--- src/rtl/accu_stim_driver.sv ---
// Table-driven stimulus/check sequencer for accu_top: drives in/next per step,
// waits a settle window, compares out/state_display and tallies mismatches.
module accu_stim_driver #(
  parameter  int WIDTH    = 8,
  parameter  int STATE_W  = 4,
  parameter  int DEPTH    = 8,
  parameter  int NEXT_CYC = 1,
  parameter  int SETTLE   = 50,
  localparam int IDX_W    = $clog2(DEPTH)
) (
  input  logic               clk,
  input  logic               reset,
  input  logic               tbl_we,
  input  logic [IDX_W-1:0]   tbl_addr,
  input  logic [WIDTH-1:0]   tbl_in,
  input  logic [WIDTH-1:0]   tbl_exp_out,
  input  logic [STATE_W-1:0] tbl_exp_state,
  input  logic [IDX_W:0]     num_steps,
  input  logic               start,
  input  logic [WIDTH-1:0]   obs_out,
  input  logic [STATE_W-1:0] obs_state,
  output logic [WIDTH-1:0]   stim_in,
  output logic               stim_next,
  output logic               busy,
  output logic               done,
  output logic               pass,
  output logic [IDX_W:0]     err_count,
  output logic [IDX_W-1:0]   first_fail
);

  localparam int CNT_MAX = (NEXT_CYC > SETTLE) ? NEXT_CYC : SETTLE;
  localparam int CNT_W   = $clog2(CNT_MAX + 1);
  localparam logic [IDX_W:0]   DEPTH_V   = (IDX_W+1)'(DEPTH);
  localparam logic [CNT_W-1:0] NEXT_LAST = CNT_W'(NEXT_CYC - 1);
  localparam logic [CNT_W-1:0] SETL_LAST = CNT_W'(SETTLE - 1);

  typedef struct packed {
    logic [WIDTH-1:0]   stim;
    logic [WIDTH-1:0]   exp_out;
    logic [STATE_W-1:0] exp_state;
  } entry_t;

  typedef enum logic [2:0] {
    S_IDLE, S_DRIVE, S_SETTLE, S_CHECK, S_DONE
  } state_t;

  state_t           state;
  entry_t           tbl [DEPTH];
  logic [IDX_W-1:0] step, last_step, step_nxt;
  logic [CNT_W-1:0] cnt;
  logic [IDX_W:0]   n_eff, err_nxt;
  logic [WIDTH-1:0] first_stim;
  logic             mismatch;

  // Table is deliberately outside the reset domain so contents survive reset.
  always_ff @(posedge clk) begin
    if (tbl_we && !busy)
      tbl[tbl_addr] <= '{stim: tbl_in, exp_out: tbl_exp_out, exp_state: tbl_exp_state};
  end

  always_comb begin
    n_eff      = (num_steps > DEPTH_V) ? DEPTH_V : num_steps;
    // A write landing on entry 0 in the start cycle must be seen by step 0.
    first_stim = (tbl_we && tbl_addr == '0) ? tbl_in : tbl[0].stim;
    step_nxt   = step + 1'b1;
    mismatch   = (obs_out != tbl[step].exp_out) || (obs_state != tbl[step].exp_state);
    err_nxt    = err_count;
    if (mismatch && err_count != '1)
      err_nxt = err_count + 1'b1;
  end

  always_ff @(posedge clk or posedge reset) begin
    if (reset) begin
      state      <= S_IDLE;
      stim_in    <= '0;
      stim_next  <= 1'b0;
      busy       <= 1'b0;
      done       <= 1'b0;
      pass       <= 1'b0;
      err_count  <= '0;
      first_fail <= '0;
      step       <= '0;
      last_step  <= '0;
      cnt        <= '0;
    end else begin
      case (state)
        S_IDLE, S_DONE: begin
          if (start) begin
            err_count  <= '0;
            first_fail <= '0;
            step       <= '0;
            cnt        <= '0;
            last_step  <= IDX_W'(n_eff - 1'b1);
            if (n_eff == '0) begin
              state <= S_DONE;
              done  <= 1'b1;
              pass  <= 1'b1;
            end else begin
              state     <= S_DRIVE;
              done      <= 1'b0;
              pass      <= 1'b0;
              busy      <= 1'b1;
              stim_in   <= first_stim;
              stim_next <= 1'b1;
            end
          end
        end
        S_DRIVE: begin
          if (cnt == NEXT_LAST) begin
            stim_next <= 1'b0;
            cnt       <= '0;
            state     <= S_SETTLE;
          end else begin
            cnt <= cnt + 1'b1;
          end
        end
        S_SETTLE: begin
          if (cnt == SETL_LAST) begin
            cnt   <= '0;
            state <= S_CHECK;
          end else begin
            cnt <= cnt + 1'b1;
          end
        end
        S_CHECK: begin
          err_count <= err_nxt;
          if (mismatch && err_count == '0)
            first_fail <= step;
          if (step == last_step) begin
            state <= S_DONE;
            busy  <= 1'b0;
            done  <= 1'b1;
            pass  <= (err_nxt == '0);
          end else begin
            step      <= step_nxt;
            state     <= S_DRIVE;
            stim_in   <= tbl[step_nxt].stim;
            stim_next <= 1'b1;
          end
        end
        default: state <= S_IDLE;
      endcase
    end
  end

endmodule

--- config.mk ---
export PLATFORM = sky130hd
export DESIGN_NAME = accu_stim_driver
export DESIGN_NICKNAME = d
export VERILOG_FILES = /design/src/rtl/accu_stim_driver.sv
export SDC_FILE = /design/constraint.sdc
export NUM_CORES = 1
export LEC_CHECK = 0
export BUFFER_PORTS_ARGS = -buffer_cell sky130_fd_sc_hd__buf_2
export CORE_UTILIZATION = 40
export DETAILED_ROUTE_END_ITERATION = 10
export PLACE_DENSITY = 0.67
export SETUP_SLACK_MARGIN = 0.2
export SYNTH_ARGS = -nofsm -noshare
export SYNTH_HDL_FRONTEND = slang
export SYNTH_SLANG_ARGS = --single-unit
--- constraint.sdc ---
create_clock -name clk -period 3.2 [get_ports clk]
set_clock_uncertainty 0.1 [all_clocks]
set_input_delay 0.16 -clock clk [delete_from_list [all_inputs] [get_ports clk]]
set_output_delay 0.16 -clock clk [all_outputs]
set_load 0.02 [all_outputs]
==> metrics.md, run 1 <==
| Metric | Value |
|---|---|
| Final-stage net count | 671 |
| Actual slew at the worst max-slew pin | 0.784 ns |
| Global Route Usage Sum | 17.5% |
| Startpoint class of the critical path | flip-flop |
| Number of cells in the finished layout apart from fillers | 904 |
| Maximum fanout along the worst path | 6 |
| Most frequent standard cell in the layout excluding fill and tap cells | sky130_fd_sc_hd__edfxtp_1 |
| Total instance count after detailed placement | 848 |
| Total power | 0.00735 W |
| Global-route wire length before repair | 27700 um |
| Cell with the most instances on the worst path | sky130_fd_sc_hd__buf_4 |
| Vias/cell | 5.25 |
| Buffer cell driving the clock tree root | sky130_fd_sc_hd__clkbuf_16 |
| DP Area | 8910 um2 |
| Antenna violations before repair | 0 |
| Clock Sink Count | 194 |
| Required @ worst endpoint | 3.47 ns |
| Biggest cell delay along the critical path | 0.56 ns |
| CP Capture Point | pass |
| Flip-flop and latch count after synthesis | 194 |
| Sum of net half-perimeters after detailed placement | 11100 um |
| Initial core utilization | 40.8% |
| Total routed wirelength | 17500 um |
| Reg2reg setup slack | 0.29 ns |
| Post-synth top area share | 58.4% |
| Final Cell Area | 9800 um2 |
| Mean cell area of the mapped netlist | 15.8 um2 |
| DRT antenna net count | 0 |
| Clock-pin transition on the worst setup and hold timing paths | 0.07 ns |
| Sequential-to-total area share from yosys stat | 68.8% |
| Final setup violation count | 0 |
| Insertion delay of the later-clocked pin in the worst-skew pair | 0.43 ns |
| DRC Markers | 0 |
| Rel. slew slack | 47.7% |
| TritonCTS clock tree | done |
| Crit path time final | 2.91 ns |
| Synth Warn # | 0 |
| Max Buffers Root-to-Sink | 2 |
| Number of top-level pins | 62 |
| Cell Rows | 52 |
| Congestion Overflow GR | 0 |
| List of cells traversed by the critical path | buf_4, mux4_1, mux2i_1, xor2_1, nand4_1, nor4_4, buf_4, nand2_1, o31ai_1, a41o_1 |
| Number of buffer cells added on primary ports | 61 |
| Cell count of the worst reg-to-reg path | 10 |
| Launch instance of the worst register-to-register path | step[0] |
| Largest cells by area after synthesis | sky130_fd_sc_hd__edfxtp_1 (58%), sky130_fd_sc_hd__dfrtp_1 (10%), sky130_fd_sc_hd__mux4_2 (7.7%) |
| Setup WS pre-CTS | 0.120 ns |
| Core Area | 20200 um2 |
| Number of distinct library cells after synthesis | 49 |
| Largest net degree at the start of global routing | 28 |
| Routed length per placed instance | 19.4 um |
| Part of the power in registers | 42.3% |
| Maximum capacitance violations | 0 |
| Initial DRC count | 355 |
| Die Ht | 145 um |
| Number of antenna repair diodes | 0 |
| Status | complete, no violations |
| Launching element of the worst setup path | step[0] |
| Final weighted congestion in routability-driven placement | 0.839 |
| Combinational cell fraction of total power | 26.8% |
| PD cells | 750 nW/um2 |
| Inserted Clock Buffers | 17 |
| Category of the worst setup path capture point | flip-flop |
| Data arrival time at the worst-slack endpoint | 3.18 ns |
| Area growth from synthesis to final layout | 19.2% |
| Post-Synthesis Cells | 520 |
| Number of global-route vias before repair | 4905 |
| Maximum VDD drop | 0.428 mV |
| Setup repair after global routing missed its margin | no |
| Switching Share | 30.1% |
| Total negative setup slack | 0 ns |
| Proportion of layout cells with a drive suffix above 1 | 26.3% |
| Type of the setup path with the least slack | reg2reg |
| Number of failing hold endpoints at the final stage | 0 |
| Clock power share | 30.9% |
| Die width | 145 um |
| H-tree depth | 4 |
| Most frequent cells in the layout | sky130_fd_sc_hd__edfxtp_1 (160), sky130_fd_sc_hd__buf_2 (61), sky130_fd_sc_hd__nor2_1 (42) |
| Net load switching power | 0.00222 W |
| Slowest stage cell, crit path | sky130_fd_sc_hd__mux4_1 |
| Critical register-to-register path endpoint | pass |
| Routed vias | 4748 |
| Total iterations of the first detailed-routing run | 4 |
| Worst hold path type | in2reg |
| Area enclosed by the die boundary | 21100 um2 |
| Syn Nets | 570 |
| Worst setup margin | 0.291 ns |
| Layout filler cell count | 1710 |
| Fmax | 344 MHz |
| Final max-slew violation count | 0 |
| Leak pwr | 3.52 nW |
| Period Utilization, post-route | 90.9% |
| Cell area after synthesis | 8220 um2 |
| Biggest area consumer among synthesized cells | sky130_fd_sc_hd__edfxtp_1 |
| Int Power | 0.00513 W |
==> synthesized netlist by cell type (all sizes together) <==
master	n
xor2	14
nand3	11
o22ai	3
mux2i	31
and3b	1
inv	13
a22oi	1
a31o	1
nand4	1
a22o	2
o21ai	37
nor3	4
a21o	1
a31oi	2
or2	2
dfrtp	34
nand3b	1
or3	1
buf	9
ha	7
o2bb2ai	2
xnor2	3
a221oi	3
a311oi	1
clkinv	1
a41oi	1
and3	3
mux4	32
nor2	48
or3b	1
a41o	2
a21oi	6
edfxtp	160
nand2	39
o31ai	2
mux2	7
nor2b	5
nor4b	1
nor4	2
a211o	1
nand2b	10
a211oi	2
clkbuf	12
==> area by class of cell <==
type,count,area [um2],area share (%)
sequential,194,5660,57.8
multi-input combinational,291,2430,24.8
timing repair buffer,103,684,6.99
clock buffer,19,433,4.42
tap,270,338,3.45
clock inverter,13,201,2.06
inverter,14,52.6,0.536
==> routing by layer <==
metal  wire (um)  vias up  track usage (%)
li1            -     2188                -
met3         797       26             3.32
met5           0        -                0
met1        7220     2409             22.1
met4         383        0             6.58
met2        9120      125             30.2
==> how the worst min path moves through the flow <==
stage | startpoint | end | slack [ns] | depth (start not counted)
floorplan | tbl_exp_state[0] | tbl[0][0] | 0.16 | 0
global placement | reset | stim_in[4] | 0.23 | 2
detailed placement | reset | stim_in[4] | 0.24 | 2
CTS | start | state[2] | 0.03 | 3
global route | num_steps[0] | last_step[0] | 0.04 | 3
finish | num_steps[0] | last_step[0] | 0.04 | 3
==> sequential cells by signal (all words and copies together), names as in the netlist <==
| register | cells |
|---|---|
| tbl | 160 |
| stim_in | 8 |
| cnt | 6 |
| err_count | 4 |
| first_fail | 3 |
| last_step | 3 |
| state | 3 |
| step | 3 |
| busy | 1 |
| done | 1 |
| pass | 1 |
| stim_next | 1 |
==> critical path: cells and delay by family, from the launching register on <==
family	cells	cell delay, ns
AOI/OAI and AO/OA	2	0.50
xor gates and xnor gates	1	0.21
buffers and inverters	2	0.34
DFF	1	0.40
muxes	2	0.75
and+or+nand+nor	3	0.56
==> power by group through the flow <==
stage          Clock, W  Sequential (W)  Combinational [W]
3_5_place_dp          0         0.00317            0.00192
6_report        0.00227         0.00311            0.00197
2_1_floorplan         0         0.00320            0.00137
5_1_grt         0.00242         0.00313            0.00216
3_3_place_gp          0         0.00316            0.00187
4_1_cts         0.00231         0.00312            0.00195
==> logic make-up (layout without fill, tap and decap cells) <==
family	after synthesis	after routing	share of synthesized area [%]
compound gates	67	67	5.02
buf+inv	35	149	2.13
flops	194	194	68.8
mux	70	70	13.7
xor+xnor	17	17	1.81
fa+ha+maj	7	7	1.07
simple gates	130	130	7.49
==> repair_timing <==
action / in CTS / in global routing
hold endpoints to repair: 177 / 0
buffers inserted: 0 / 3
endpoints found under the setup margin: 6 / 7
pin swaps: 0 / 2
hold buffers: 21 / 0
resized for setup: 2 / 5
==> stage by stage <==
stage          hold WS, ns  utilization [%]
2_1_floorplan        0.159                -
3_3_place_gp         0.230             44.2
3_5_place_dp         0.242             44.2
4_1_cts             0.0285             48.4
5_1_grt             0.0416             48.6
6_report            0.0362             48.6
Note: power is estimated with default switching activity, not from simulation.
==> inputs of run 2 (changes only) <==
Settings changed: REMOVE_ABC_BUFFERS from default to 1.
==> run 2 against run 1 <==
  * Via count increased by 0.63%
  * Critical path type unchanged
  * Global-route usage increased by 0.098 points
  * Core utilization decreased by 0.29 points
  * Critical endpoint is now first_fail[2]
  * Register-to-register slack improved by 0.04 ns
  * Total power decreased by 3.8%
  * Largest cell class unchanged
==> metrics.md, run 2 (synthesis gave the netlist of run 1 again) <==
| Metric | Value |
|---|---|
| Startpoint class of the critical path | flip-flop |
| Number of failing hold endpoints at the final stage | 0 (unchanged) |
| Setup repair after global routing missed its margin | yes |
| Vias/cell | 5.27 (+0.41%) |
| Number of top-level pins | 62 (unchanged) |
| Routed length per placed instance | 19.5 um (+0.72%) |
| Required @ worst endpoint | 3.41 ns (-0.06 ns) |
| Count of buffer and inverter cells on the critical path | 1 (-1) |
| Status | complete, no violations |
| Worst setup margin | 0.332 ns (+0.0410 ns) |
| Leak pwr | 3.49 nW (-0.77%) |
| Antenna violations before repair | 0 (unchanged) |
| Period Utilization, post-route | 89.6% (-1.3 points) |
| Initial core utilization | 40.8% (unchanged) |
| DRT antenna net count | 0 (unchanged) |
| Clock Sink Count | 194 (unchanged) |
| Most frequent standard cell in the layout excluding fill and tap cells | sky130_fd_sc_hd__edfxtp_1 |
| Type of the setup path with the least slack | reg2reg |
| TritonCTS clock tree | done |
| Biggest cell delay along the critical path | 0.58 ns (+0.02 ns) |
| Actual slew at the worst max-slew pin | 0.585 ns (-0.199 ns) |
| Biggest registers after layout | tbl (160), stim_in (8), cnt (6) |
| Data arrival time at the worst-slack endpoint | 3.08 ns (-0.10 ns) |
| List of cells traversed by the critical path | buf_4, nor2b_2, o2bb2ai_1, a221oi_1, xor2_1, nor4_4, a211oi_2, and3b_2, mux2i_1 |
| DRC Markers | 0 (unchanged) |
| Top reg by flops | tbl |
| Final max-slew violation count | 0 (unchanged) |
| Insertion delay of the later-clocked pin in the worst-skew pair | 0.43 ns (about the same) |
| Number of antenna repair diodes | 0 (unchanged) |
| Worst hold margin | 0.0381 ns (+0.00185 ns) |
| Worst hold path type | in2reg |
| Final weighted congestion in routability-driven placement | 0.809 (-3.6%) |
| Inserted Clock Buffers | 17 (unchanged) |
| Total iterations of the first detailed-routing run | 6 (+2) |
| Number of buffer cells added on primary ports | 61 (unchanged) |
| Setup WS pre-CTS | 0.244 ns (+0.124 ns) |
| Congestion Overflow GR | 0 (unchanged) |
| Buffer cell driving the clock tree root | sky130_fd_sc_hd__clkbuf_16 |
| Die Ht | 145 um (unchanged) |
| Die width | 145 um (unchanged) |
| Maximum capacitance violations | 0 (unchanged) |
| Cell Rows | 52 (unchanged) |
| Sequential cell area in the final layout | 5660 um2 (about the same) |
| Largest net degree at the start of global routing | 35 (+25%) |
| Initial DRC count | 490 (+38%) |
| Clock-pin transition on the worst setup and hold timing paths | 0.07 ns (about the same) |
| Number of flip-flops under the largest register name | 160 (unchanged) |
| Proportion of layout cells with a drive suffix above 1 | 26.9% (+0.55 points) |
| Total routed wirelength | 17700 um (+0.95%) |
| Final-stage net count | 673 (+0.30%) |
| Most frequent cells in the layout | sky130_fd_sc_hd__edfxtp_1 (160), sky130_fd_sc_hd__buf_2 (61), sky130_fd_sc_hd__nor2_1 (42) |
| Maximum VDD drop | 0.301 mV (-30%) |
| Global-route wire length before repair | 28000 um (+1.0%) |
| Category of the worst setup path capture point | flip-flop |
| Rel. slew slack | 60.9% (+13 points) |
| Routed vias | 4778 (+0.63%) |
| PD cells | 726 nW/um2 (-3.2%) |
| Slowest stage cell, crit path | sky130_fd_sc_hd__dfrtp_4 |
| Area growth from synthesis to final layout | 18.5% |
| Layout filler cell count | 1720 (+0.58%) |
| Area enclosed by the die boundary | 21100 um2 (unchanged) |
| Maximum fanout along the worst path | 15 (+9) |
| Crit path time final | 2.87 ns (-0.0410 ns) |
| Cell class contributing the biggest share of worst-path delay | simple AND/OR/NAND/NOR gates |
| Global Route Usage Sum | 17.6% (+0.098 points) |
| H-tree depth | 4 (unchanged) |
| Fmax | 349 MHz (+1.4%) |
| Number of global-route vias before repair | 4892 (-0.27%) |
| Final setup violation count | 0 (unchanged) |
| Core Area | 20200 um2 (unchanged) |
| Footprint of the multi-input gates | 2430 um2 (+0.10%) |
| Sum of net half-perimeters after detailed placement | 11200 um (+0.14%) |
| Max Buffers Root-to-Sink | 2 (unchanged) |
==> run 2: worst paths after layout <==
path	startpoint	endpoint	slack, ns	cells past startpoint
setup / recovery	step[0]	first_fail[2]	0.33	9
hold / removal	start	state[2]	0.04	3
setup reg to reg	step[0]	first_fail[2]	0.33	9
hold reg to reg	stim_in[7]	stim_in[7]	0.38	2
max in group asynchronous	reset	step[0]	2.35	4
min in group asynchronous	reset	stim_in[3]	0.27	4
==> run 2: report_power, final <==
group / switching [W] / internal [W]
Clock: 0.000989 / 0.00104
Combinational: 0.00107 / 0.000855
Sequential: 0.000182 / 0.00293
Total: 0.00224 / 0.00483
==> run 2: per-stage QoR <==
step | util, % | cell area (um2) | total power, W | TNS, ns | cells
floorplan | - | 8100 | 0.00448 | -0.680 | 499
global placement | 44.3 | 8930 | 0.00502 | 0 | 851
detailed placement | 44.3 | 8930 | 0.00507 | 0 | 851
CTS | 48.2 | 9720 | 0.00712 | 0 | 905
global route | 48.3 | 9740 | 0.00743 | 0 | 906
finish | 48.3 | 9740 | 0.00707 | 0 | 906
==> run 2: metal layers <==
layer  track usage [%]  vias up  share of wire, %
met5                 0        -                 0
met4              6.53        0               2.0
met3              3.17       24               4.4
met2              29.2      141                50
met1              23.3     2423                44
li1                  -     2190                 -
==> run 2: final cells by class <==
type / count / area share, %
Multi-Input combinational cell: 291 / 25.0
Clock inverter: 14 / 1.30
Clock buffer: 18 / 4.51
Sequential cell: 194 / 58.1
Tap cell: 270 / 3.47
Inverter: 14 / 0.540
Timing Repair Buffer: 105 / 7.09
==> run 2: tightest hold or removal path, stage by stage <==
cell and delay [ns]:
sky130_fd_sc_hd__buf_2 0.12, sky130_fd_sc_hd__a31oi_1 0.09, sky130_fd_sc_hd__a21o_1 0.17
==> run 2: repair_timing <==
action | in CTS | in global routing
buffers inserted | 0 | 1
hold buffers | 22 | 0
setup endpoints to repair | 0 | 7
endpoints found under the hold margin | 195 | 0
gates resized for setup | 0 | 5
==> inputs of run 3 (changes only) <==
Settings changed: HOLD_SLACK_MARGIN from default to 0.05.
==> run 3 against run 2 <==
  * Routed wire length is 0.68% lower
  * Count of clock-buffer cells in the layout stayed put
  * Register-to-register slack barely moved
  * Sequential share of layout area decreased by 0.12 points
  * Core utilization increased by 0.099 points
  * Flip-flop and latch count is the same
  * Largest cell class unchanged
  * Largest power group unchanged
==> metrics.md, run 3 (synthesis gave the netlist of run 1 again) <==
| Metric | Value |
|---|---|
| Routed length per placed instance | 19.4 um (-0.90%) |
| Total iterations of the first detailed-routing run | 4 (-2) |
| Period Utilization, post-route | 89.3% (-0.32 points) |
| Clock-pin transition on the worst setup and hold timing paths | 0.07 ns (about the same) |
| Leak pwr | 3.50 nW (+0.20%) |
| H-tree depth | 4 (unchanged) |
| Number of antenna repair diodes | 0 (unchanged) |
| Core Area | 20200 um2 (unchanged) |
| GR Layer Usage met2 | 29.2% (about the same) |
| PD cells | 724 nW/um2 (-0.21%) |
| Number of cells in the finished layout apart from fillers | 908 (+0.22%) |
| Number of failing hold endpoints at the final stage | 0 (unchanged) |
| Launch instance of the worst register-to-register path | step[0] |
| Largest net degree at the start of global routing | 35 (unchanged) |
| Insertion delay of the later-clocked pin in the worst-skew pair | 0.43 ns (about the same) |
| Worst hold margin | 0.0708 ns (+0.0328 ns) |
| Maximum fanout along the worst path | 15 (unchanged) |
| Initial DRC count | 512 (+4.5%) |
| Critical register-to-register path endpoint | first_fail[0] |
| Setup repair after global routing missed its margin | yes |
| Final weighted congestion in routability-driven placement | 0.809 (unchanged) |
| Hold path cells | 4 (+1) |
| Startpoint class of the critical path | flip-flop |
| Cell count of the worst reg-to-reg path | 9 (unchanged) |
| Top reg by flops | tbl |
| GR Layer Usage met3 | 3.17% (unchanged) |
| Actual slew at the worst max-slew pin | 0.573 ns (-0.0115 ns) |
| Total routed wirelength | 17600 um (-0.68%) |
| Total instance count after detailed placement | 851 (unchanged) |
| Number of buffer cells added on primary ports | 61 (unchanged) |
| Final max-slew violation count | 0 (unchanged) |
| Required @ worst endpoint | 3.41 ns (about the same) |
| Most heavily used metal layer in global routing | met2 |
| Number of global-route vias before repair | 4904 (+0.25%) |
| Global Route Usage Sum | 17.6% (about the same) |
| Antenna violations before repair | 0 (unchanged) |
| Sum of net half-perimeters after detailed placement | 11200 um (unchanged) |
| Area enclosed by the die boundary | 21100 um2 (unchanged) |
| Layout filler cell count | 1722 (+0.12%) |
| Destination of the worst hold path | last_step[1] |
| Category of the worst setup path capture point | flip-flop |
| Final-stage net count | 675 (+0.30%) |
| Cell Rows | 52 (unchanged) |
| Die Ht | 145 um (unchanged) |
| Max Buffers Root-to-Sink | 2 (unchanged) |
| Number of flip-flops under the largest register name | 160 (unchanged) |
| Buffer cell driving the clock tree root | sky130_fd_sc_hd__clkbuf_16 |
| Reg2reg setup slack | 0.34 ns (about the same) |
| Proportion of layout cells with a drive suffix above 1 | 26.8% (-0.084 points) |
| DRC Markers | 0 (unchanged) |
| Area growth from synthesis to final layout | 18.7% |
| Most frequent standard cell in the layout excluding fill and tap cells | sky130_fd_sc_hd__edfxtp_1 |
| Inserted Clock Buffers | 17 (unchanged) |
| Maximum VDD drop | 0.301 mV (about the same) |
| Final setup violation count | 0 (unchanged) |
| Congestion Overflow GR | 0 (unchanged) |
| Most frequent cells in the layout | sky130_fd_sc_hd__edfxtp_1 (160), sky130_fd_sc_hd__buf_2 (61), sky130_fd_sc_hd__nor2_1 (42) |
| Data arrival time at the worst-slack endpoint | 3.06 ns (-0.02 ns) |
| Die width | 145 um (unchanged) |
| Worst Min Path Start | num_steps[1] |
| Fmax | 350 MHz (+0.35%) |
| Maximum capacitance violations | 0 (unchanged) |
| GRT met1 Usage | 23.4% (about the same) |
| Clock Sink Count | 194 (unchanged) |
| Type of the setup path with the least slack | reg2reg |
| Setup WS pre-CTS | 0.244 ns (unchanged) |
| Worst setup margin | 0.342 ns (+0.0101 ns) |
| TritonCTS clock tree | done |
| Number of top-level pins | 62 (unchanged) |
| Rel. slew slack | 61.4% (+0.46 points) |
| Routed vias | 4762 (-0.33%) |
| Status | complete, no violations |
| Worst hold path type | in2reg |
| Initial core utilization | 40.8% (unchanged) |
| Biggest registers after layout | tbl (160), stim_in (8), cnt (6) |
| Global-route wire length before repair | 28000 um (+0.10%) |
| Crit path time final | 2.86 ns (-0.0101 ns) |
| Vias/cell | 5.24 (-0.55%) |
| DRT antenna net count | 0 (unchanged) |
-- run 3: cell count changes in the layout (fill, tap and decap cells not counted), sizes merged --
cell,delta
dlygate4sd3,+2
-- run 3: routing by layer --
metal | up-vias | share of wire [%]
met5 | - | 0
li1 | 2197 | -
met3 | 21 | 4.5
met4 | 0 | 1.8
met1 | 2416 | 43
met2 | 128 | 50
-- run 3: power breakdown --
group	total (W)	switching (W)	leakage (nW)	internal, W
clock network	0.00203	0.000988	0.271	0.00104
registers	0.00311	0.000181	1.87	0.00293
logic	0.00192	0.00107	1.35	0.000857
total	0.00707	0.00224	3.50	0.00483
-- run 3: final cells by class --
cell class                      instances  area (um2)  area share (%)
Clock buffer                           18         439            4.50
Clock inverter                         14         126            1.30
Inverter                               14        52.6           0.539
Multi-Input combinational cell        291        2430            24.9
Sequential cell                       194        5660            58.0
Tap cell                              270         338            3.46
Timing Repair Buffer                  107         711            7.28
-- run 3: critical path: stages (launching register included) --
cell	delay, ns
sky130_fd_sc_hd__dfrtp_4	0.58
sky130_fd_sc_hd__buf_4	0.24
sky130_fd_sc_hd__nor2b_2	0.21
sky130_fd_sc_hd__o2bb2ai_1	0.16
sky130_fd_sc_hd__a221oi_1	0.29
sky130_fd_sc_hd__xor2_1	0.16
sky130_fd_sc_hd__nor4_4	0.47
sky130_fd_sc_hd__a211oi_2	0.14
sky130_fd_sc_hd__and3b_2	0.27
sky130_fd_sc_hd__mux2i_1	0.12
-- run 3: timing repair --
item / in CTS / in global routing
hold buffers: 24 / 0
endpoints found under the hold margin: 196 / 0
gates resized for setup: 0 / 5
setup buffers: 0 / 1
setup endpoints to repair: 0 / 7
-- run 3: through the flow --
step	power [W]	utilization [%]	area (um2)	TNS, ns
floorplan	0.00448	-	8100	-0.680
global placement	0.00502	44.3	8930	0
detailed placement	0.00507	44.3	8930	0
CTS	0.00712	48.3	9740	0
global route	0.00743	48.4	9760	0
finish	0.00707	48.4	9760	0
-- run 3: worst max-delay path by stage --
stage          slack, ns  depth (start not counted)  startpoint             to
4_1_cts             0.24                          9     step[0]           pass
3_3_place_gp        0.26                          9     step[0]           pass
5_1_grt             0.19                          9     step[0]           pass
2_1_floorplan      -0.15                          8     step[0]           pass
6_report            0.34                          9     step[0]  first_fail[0]
3_5_place_dp        0.24                          9     step[0]           pass
